## config.mk

```make
export PLATFORM = sky130hd
export DESIGN_NAME = post_adder_preg_flat
export DESIGN_NICKNAME = d
export VERILOG_FILES = /design/src/rtl/post_add_pkg.sv /design/src/rtl/post_adder_preg_if.sv /design/src/rtl/reg_bypass_an.sv /design/src/rtl/post_adder_preg.sv /design/src/flat_wrapper.sv
export SDC_FILE = /design/constraint.sdc
export NUM_CORES = 1
export LEC_CHECK = 0
export CORE_ASPECT_RATIO = 1.1
export CORE_MARGIN = 8
export CORE_UTILIZATION = 55
export DETAILED_ROUTE_END_ITERATION = 8
export DONT_BUFFER_PORTS = 1
export GPL_ROUTABILITY_DRIVEN = 0
export HOLD_SLACK_MARGIN = 0.15
export PLACE_DENSITY_LB_ADDON = 0.15
export SKIP_CTS_REPAIR_TIMING = 1
export SYNTH_ARGS = -nofsm -noshare
export SYNTH_HDL_FRONTEND = slang
export SYNTH_SLANG_ARGS = --single-unit
```

## constraint.sdc

```tcl
create_clock -name clk_i -period 16.1 [get_ports clk_i]
set_clock_uncertainty 0.1 [all_clocks]
set_input_delay 0.805 -clock clk_i [delete_from_list [all_inputs] [get_ports clk_i]]
set_output_delay 0.805 -clock clk_i [all_outputs]
set_load 0.01 [all_outputs]
```

## src/rtl/post_add_pkg.sv

```systemverilog
// Shared widths, OPMODE field positions and mux encodings for the post-adder stage.
package post_add_pkg;

   localparam int unsigned P_W = 48;
   localparam int unsigned M_W = 36;

   localparam logic [1:0] X_ZERO = 2'd0;
   localparam logic [1:0] X_M    = 2'd1;
   localparam logic [1:0] X_P    = 2'd2;
   localparam logic [1:0] X_DAB  = 2'd3;

   localparam logic [1:0] Z_ZERO = 2'd0;
   localparam logic [1:0] Z_PCIN = 2'd1;
   localparam logic [1:0] Z_P    = 2'd2;
   localparam logic [1:0] Z_C    = 2'd3;

   localparam int unsigned OPM_X_LSB = 0;
   localparam int unsigned OPM_Z_LSB = 2;
   localparam int unsigned OPM_CIN   = 5;
   localparam int unsigned OPM_SUB   = 7;

   // Bit P_W of the result is the carry (add) or borrow (subtract).
   function automatic logic [P_W:0] post_add(input logic [P_W-1:0] z, input logic [P_W-1:0] x,
                                             input logic cin, input logic sub);
      logic [P_W:0] xc;
      xc = {1'b0, x} + {{P_W{1'b0}}, cin};
      return sub ? ({1'b0, z} - xc) : ({1'b0, z} + xc);
   endfunction

endpackage

```

## src/rtl/post_adder_preg_if.sv

```systemverilog
// Operand, control and result bundle of the post-adder stage.
// PATDET is present only when POST_ADD_PATDET_EN is defined.
interface post_adder_preg_if;
   import post_add_pkg::*;

   logic [M_W-1:0] min;
   logic [17:0]    a;
   logic [17:0]    b;
   logic [17:0]    d;
   logic [P_W-1:0] c;
   logic [P_W-1:0] pcin;
   logic           carryin;
   logic [7:0]     opmode;
   logic           cec;
   logic           cep;
   logic           ceopmode;
   logic           cecarryin;
   logic [P_W-1:0] p;
   logic [P_W-1:0] pcout;
   logic           carryout;
   logic           carryoutf;
`ifdef POST_ADD_PATDET_EN
   logic           patdet;

   modport master (
      output min, a, b, d, c, pcin, carryin, opmode, cec, cep, ceopmode, cecarryin,
      input  p, pcout, carryout, carryoutf, patdet
   );
   modport slave (
      input  min, a, b, d, c, pcin, carryin, opmode, cec, cep, ceopmode, cecarryin,
      output p, pcout, carryout, carryoutf, patdet
   );
`else
   modport master (
      output min, a, b, d, c, pcin, carryin, opmode, cec, cep, ceopmode, cecarryin,
      input  p, pcout, carryout, carryoutf
   );
   modport slave (
      input  min, a, b, d, c, pcin, carryin, opmode, cec, cep, ceopmode, cecarryin,
      output p, pcout, carryout, carryoutf
   );
`endif

endinterface

```

## src/rtl/reg_bypass_an.sv

```systemverilog
// Optional pipeline register: clock-enabled flop with async active-low clear, or a plain wire.
module reg_bypass_an #(
   parameter int unsigned Width = 1,
   parameter int unsigned Pipe  = 1
) (
   input  logic             clk_i,
   input  logic             rst_ni,
   input  logic             en_i,
   input  logic [Width-1:0] d_i,
   output logic [Width-1:0] q_o
);

   if (Pipe != 0) begin : g_reg
      logic [Width-1:0] q_d, q_q;

      always_comb q_d = en_i ? d_i : q_q;

      always_ff @(posedge clk_i or negedge rst_ni) begin
         if (!rst_ni) q_q <= '0;
         else         q_q <= q_d;
      end

      assign q_o = q_q;
   end else begin : g_wire
      logic unused_ctrl;
      assign unused_ctrl = ^{clk_i, rst_ni, en_i};
      assign q_o = d_i;
   end

endmodule

```

## src/rtl/post_adder_preg.sv

```systemverilog
// DSP48A1-style post-adder: OPMODE-selected X/Z operands, add/sub with carry-in, P register.
// Define POST_ADD_PATDET_EN to add the registered PATDET output and PATTERN/MASK parameters.
module post_adder_preg
   import post_add_pkg::*;
#(
   parameter int unsigned CREG       = 1,
   parameter int unsigned PREG       = 1,
   parameter int unsigned OPMODEREG  = 1,
   parameter int unsigned CARRYINREG = 1,
   parameter string       CARRYINSEL = "OPMODE5"
`ifdef POST_ADD_PATDET_EN
   ,
   parameter logic [P_W-1:0] PATTERN = 48'd0,
   parameter logic [P_W-1:0] MASK    = 48'd0
`endif
) (
   input logic              clk_i,
   input logic              rst_ni,
   post_adder_preg_if.slave bus
);

   localparam bit CinFromPort = (CARRYINSEL == "CARRYIN");

   logic [P_W-1:0] c_eff;
   logic [7:0]     opmode_eff;
   logic           cin_src;
   logic           cin_eff;
   logic [P_W-1:0] x_mux;
   logic [P_W-1:0] z_mux;
   logic [P_W:0]   sum;
   logic [P_W-1:0] p_q;
   logic           carryout_q;

   reg_bypass_an #(.Width(P_W), .Pipe(CREG)) u_creg (
      .clk_i  (clk_i),
      .rst_ni (rst_ni),
      .en_i   (bus.cec),
      .d_i    (bus.c),
      .q_o    (c_eff)
   );

   reg_bypass_an #(.Width(8), .Pipe(OPMODEREG)) u_opmodereg (
      .clk_i  (clk_i),
      .rst_ni (rst_ni),
      .en_i   (bus.ceopmode),
      .d_i    (bus.opmode),
      .q_o    (opmode_eff)
   );

   // OPMODE5 carry comes from the effective OPMODE, so it trails it by the CYI stage.
   assign cin_src = CinFromPort ? bus.carryin : opmode_eff[OPM_CIN];

   reg_bypass_an #(.Width(1), .Pipe(CARRYINREG)) u_cyireg (
      .clk_i  (clk_i),
      .rst_ni (rst_ni),
      .en_i   (bus.cecarryin),
      .d_i    (cin_src),
      .q_o    (cin_eff)
   );

   always_comb begin
      x_mux = '0;
      unique case (opmode_eff[OPM_X_LSB +: 2])
         X_ZERO:  x_mux = '0;
         X_M:     x_mux = {{(P_W-M_W){1'b0}}, bus.min};
         X_P:     x_mux = p_q;
         X_DAB:   x_mux = {bus.d[11:0], bus.a, bus.b};
         default: x_mux = '0;
      endcase
   end

   always_comb begin
      z_mux = '0;
      unique case (opmode_eff[OPM_Z_LSB +: 2])
         Z_ZERO:  z_mux = '0;
         Z_PCIN:  z_mux = bus.pcin;
         Z_P:     z_mux = p_q;
         Z_C:     z_mux = c_eff;
         default: z_mux = '0;
      endcase
   end

   assign sum = post_add(z_mux, x_mux, cin_eff, opmode_eff[OPM_SUB]);

`ifdef POST_ADD_PATDET_EN
   localparam int unsigned PRegW = P_W + 2;
   logic             patdet_d;
   logic             patdet_q;
   logic [PRegW-1:0] preg_d;
   logic [PRegW-1:0] preg_q;

   assign patdet_d = &(~(sum[P_W-1:0] ^ PATTERN) | MASK);
   assign preg_d   = {patdet_d, sum};
   assign {patdet_q, carryout_q, p_q} = preg_q;
   assign bus.patdet = patdet_q;
`else
   localparam int unsigned PRegW = P_W + 1;
   logic [PRegW-1:0] preg_d;
   logic [PRegW-1:0] preg_q;

   assign preg_d = sum;
   assign {carryout_q, p_q} = preg_q;
`endif

   reg_bypass_an #(.Width(PRegW), .Pipe(PREG)) u_preg (
      .clk_i  (clk_i),
      .rst_ni (rst_ni),
      .en_i   (bus.cep),
      .d_i    (preg_d),
      .q_o    (preg_q)
   );

   assign bus.p         = p_q;
   assign bus.pcout     = p_q;
   assign bus.carryout  = carryout_q;
   assign bus.carryoutf = carryout_q;

   logic unused_bits;
   assign unused_bits = ^{opmode_eff[6], opmode_eff[4], bus.d[17:12]};

endmodule

```

## src/flat_wrapper.sv

```systemverilog
// flat-port wrapper written by rule: the top's interface ports become plain ports
module post_adder_preg_flat import post_add_pkg::*;
#(
   parameter int unsigned CREG       = 1,
   parameter int unsigned PREG       = 1,
   parameter int unsigned OPMODEREG  = 1,
   parameter int unsigned CARRYINREG = 1,
   parameter string       CARRYINSEL = "       "

)
  (clk_i, rst_ni, bus_min, bus_a, bus_b, bus_d, bus_c, bus_pcin, bus_carryin, bus_opmode, bus_cec, bus_cep, bus_ceopmode, bus_cecarryin, bus_p, bus_pcout, bus_carryout, bus_carryoutf);
  post_adder_preg_if bus_i ();
  input logic clk_i;
  input logic rst_ni;
  input wire logic [$bits(bus_i.min)-1:0] bus_min;
  input wire logic [$bits(bus_i.a)-1:0] bus_a;
  input wire logic [$bits(bus_i.b)-1:0] bus_b;
  input wire logic [$bits(bus_i.d)-1:0] bus_d;
  input wire logic [$bits(bus_i.c)-1:0] bus_c;
  input wire logic [$bits(bus_i.pcin)-1:0] bus_pcin;
  input wire logic [$bits(bus_i.carryin)-1:0] bus_carryin;
  input wire logic [$bits(bus_i.opmode)-1:0] bus_opmode;
  input wire logic [$bits(bus_i.cec)-1:0] bus_cec;
  input wire logic [$bits(bus_i.cep)-1:0] bus_cep;
  input wire logic [$bits(bus_i.ceopmode)-1:0] bus_ceopmode;
  input wire logic [$bits(bus_i.cecarryin)-1:0] bus_cecarryin;
  output wire logic [$bits(bus_i.p)-1:0] bus_p;
  output wire logic [$bits(bus_i.pcout)-1:0] bus_pcout;
  output wire logic [$bits(bus_i.carryout)-1:0] bus_carryout;
  output wire logic [$bits(bus_i.carryoutf)-1:0] bus_carryoutf;
  assign bus_i.min = bus_min;
  assign bus_i.a = bus_a;
  assign bus_i.b = bus_b;
  assign bus_i.d = bus_d;
  assign bus_i.c = bus_c;
  assign bus_i.pcin = bus_pcin;
  assign bus_i.carryin = bus_carryin;
  assign bus_i.opmode = bus_opmode;
  assign bus_i.cec = bus_cec;
  assign bus_i.cep = bus_cep;
  assign bus_i.ceopmode = bus_ceopmode;
  assign bus_i.cecarryin = bus_cecarryin;
  assign bus_p = bus_i.p;
  assign bus_pcout = bus_i.pcout;
  assign bus_carryout = bus_i.carryout;
  assign bus_carryoutf = bus_i.carryoutf;
  post_adder_preg #(.CREG(CREG), .PREG(PREG), .OPMODEREG(OPMODEREG), .CARRYINREG(CARRYINREG), .CARRYINSEL(CARRYINSEL)) u_core (.clk_i(clk_i), .rst_ni(rst_ni), .bus(bus_i));
endmodule
```

==> summary.txt <==
Status
  – Run status: complete, no violations

Setup path
  – Worst R2R End: u_core.u_preg.q_o[48]
  – CP Capture Type: register
  – Critical R2R Launch: u_core.u_opmodereg.q_o[0]
  – Max FO, Critical Path: 35
  – Critical path class: register to register
  – Required time worst endpoint: 16.25 ns
  – CP startpoint kind: register
  – Reg-to-reg setup timing slack: 7.99 ns
  – Arr. time, crit path: 8.27 ns
  – R2R depth: 25

Final layout
  – Final core occ: 0.5548
  – Fill cells: 1895
  – Share of cells above drive strength 1: 0.2073
  – FF+latch area: 2610 um^2
  – P&R area growth vs syn: 0.3013%
  – Final Non-Filler Cells: 1400
  – Nets: 1391
  – Multi-input gate area: 7886 um^2

Routing
  – Drt pass-1 iters: 5
  – Via count: 9145
  – DRT Wirelength: 31920 um
  – DRT iter0 DRCs: 469
  – Wirelength per Cell: 22.80 um
  – DR DRC count: 0
  – Final antenna-violating net count: 0
  – Vias per inst: 6.532

STA
  – Final Cycle Share: 0.5038
  – Setup TNS: 0 ns
  – Worst Slack Setup Final: 7.988 ns
  – Worst relative slew slack: 0.2081
  – Worst slew pin tran: 1.177 ns
  – Max-slew violations: 0
  – RSZ-0062 raised after global routing: no
  – Hold Fails Final Rpt: 0
  – Setup violations, final: 0
  – Period minus WS final: 8.112 ns
  – Fmax: 123.3 MHz

Power and ir drop
  – Part of the power in the clock network: 0.131
  – Sw Pwr: 0.8485 mW
  – Net Sw Frac: 0.4672
  – Total Power: 1.816 mW
  – Internal power: 0.9677 mW
  – Power density over cell area: 161.3 nW/um^2
  – Power share of the combinational group: 0.581
  – Leak: 4.625 nW
  – Reg power frac: 0.288
  – Maximum vdd drop: 95.09 uV

CTS
  – Htree depth: 3
  – CTS tree: built
  – Worst-Skew Late Latency: 0.36 ns
  – Root buf cell: clkbuf_16
  – Max clock buf depth: 2
  – Clock Sinks: 104
  – Reg clk slew, reported paths: 0.08 ns
  – Number of CTS-inserted buffers: 9

Global route
  – Initial antenna violation count: 1
  – Gr usage total: 0.2438
  – Total grt overflow: 0
  – Vias in the first global route: 9137
  – First-pass GRT wire length: 49860 um
  – Largest net degree at the start of global routing: 105

Worst hold path
  – Worst Hold Class: input port to async pin

Synthesis
  – Syn Std Cell Area: 11230 um^2
  – Syn avg cell area: 9.106 um^2
  – Ys async rst share: 1.000
  – Post-synthesis sequential area ratio: 0.2318
  – Mapped Nets: 1486
  – Post-synth cell types: 76
  – Yosys top cell by area: dfrtp_1
  – Top-area cell type share of the netlist area: 0.2318
  – Synth cell count leaders: mux2_2, dfrtp_1, nor2_1
  – Flop and latch count out of synthesis: 104
  – Main synth FF type: dfrtp_1
  – Most common cell in the netlist: mux2_2
  – Post-synth EDFFs: 0
  – Syn Inst Count: 1233
  – Top post-synthesis cells by area: dfrtp_1, mux2_2, xnor2_1
  – Synth Warn #: 0

Placed design
  – # port buffers: 0
  – DP Cell Count: 1382
  – Post-place setup slack: 8.123 ns
  – Detailed Place HPWL: 24020 um

Floorplan
  – Area of the core: 20300 um^2
  – Starting density of the core: 0.5531
  – Die width: 152.2 um
  – I/O pins: 299
  – Die area: 25250 um^2
  – FP Rows: 55
  – Die height: 165.9 um

Job
  – Max cap viols: 0
-- stage by stage --
stage | instance area (um^2) | hold slack, ns
2_1_floorplan | 11230 | 0.3750
6_report | 11260 | 0.2180
5_1_grt | 11260 | 0.3253
4_1_cts | 11230 | 0.02025
3_5_place_dp | 10930 | 0.3907
3_3_place_gp | 10930 | 0.3834
-- cell families (layout without fill, tap and decap cells) --
kind of cell               after synthesis  after routing  synth area share
and+or+nand+nor                        310            310            0.1494
AOI/OAI and AO/OA                      299            299            0.1853
muxes                                  204            204            0.2026
xor gates and xnor gates               134            134            0.1058
buffers and inverters                  130             40           0.06653
DFF                                    104            104            0.2318
adders and majority gates               52             52           0.05861
other                                    0              1                 0
-- flip-flops by register name (all words and copies together) (netlist names) --
name                    cells
u_core.u_creg.q_o          48
u_core.u_preg.q_o          49
u_core.u_cyireg.q_o         1
u_core.u_opmodereg.q_o      6
-- layout make-up --
class | instances | area share
Sequential cell | 104 | 0.2318
Timing Repair Buffer | 8 | 0.007110
Multi-Input combinational cell | 999 | 0.7003
Clock inverter | 6 | 0.006555
Clock buffer | 10 | 0.02033
Antenna cell | 1 | 0.0002222
Inverter | 16 | 0.005333
Tap cell | 256 | 0.02844
-- power groups by stage --
| stage | logic (mW) | clock network [mW] | registers [mW] |
|---|---|---|---|
| floorplan | 0.996 | 0 | 0.445 |
| global placement | 1.03 | 0 | 0.532 |
| detailed placement | 1.04 | 0 | 0.534 |
| CTS | 1.05 | 0.243 | 0.528 |
| global route | 1.17 | 0.253 | 0.543 |
| finish | 1.06 | 0.238 | 0.523 |
-- worst max path at each step --
stage                                    from               endpoint
CTS                 u_core.u_opmodereg.q_o[0]  u_core.u_preg.q_o[48]
global placement    u_core.u_opmodereg.q_o[0]  u_core.u_preg.q_o[48]
floorplan           u_core.u_opmodereg.q_o[0]  u_core.u_preg.q_o[48]
detailed placement  u_core.u_opmodereg.q_o[0]  u_core.u_preg.q_o[48]
finish              u_core.u_opmodereg.q_o[0]  u_core.u_preg.q_o[48]
global route        u_core.u_opmodereg.q_o[0]  u_core.u_preg.q_o[48]
-- worst max-delay path: stages (launching register included) --
cell	delay (ns)
dfrtp_4	0.69
and2b_4	0.57
a22o_1	0.24
ha_1	0.18
o21ai_0	0.11
a21oi_2	0.35
nand4_4	0.22
or4b_1	0.57
xor2_1	0.25
and4_1	0.31
and3_1	0.25
and3_1	0.36
nor2_1	0.08
a21oi_1	0.13
o22ai_1	0.10
xnor2_1	0.18
ha_1	0.38
nand2_1	0.07
or2_2	0.31
o31ai_1	0.69
a21oi_1	0.15
a211o_1	0.41
o311a_1	0.39
nor3_1	0.20
xnor3_1	0.42
mux2_2	0.27
-- routing by layer --
layer | wire length (um) | vias up | track usage
met5 | 0 | - | 0
met4 | 563 | 0 | 0.06481
met3 | 1997 | 40 | 0.06455
met2 | 16020 | 295 | 0.4344
met1 | 13340 | 4469 | 0.2838
li1 | - | 4341 | -
-- cell usage in the layout, fill, tap and decap left out, drive strengths merged, types with 36 or more instances in the layout --
cell	Yosys	routed
ha	51	51
nor2	79	79
mux2	186	186
xnor2	78	78
a21oi	79	79
o21ai	36	36
dfrtp	104	104
a22o	64	64
xor2	55	55
nand2	59	59
(Power assumes the default switching activity.)
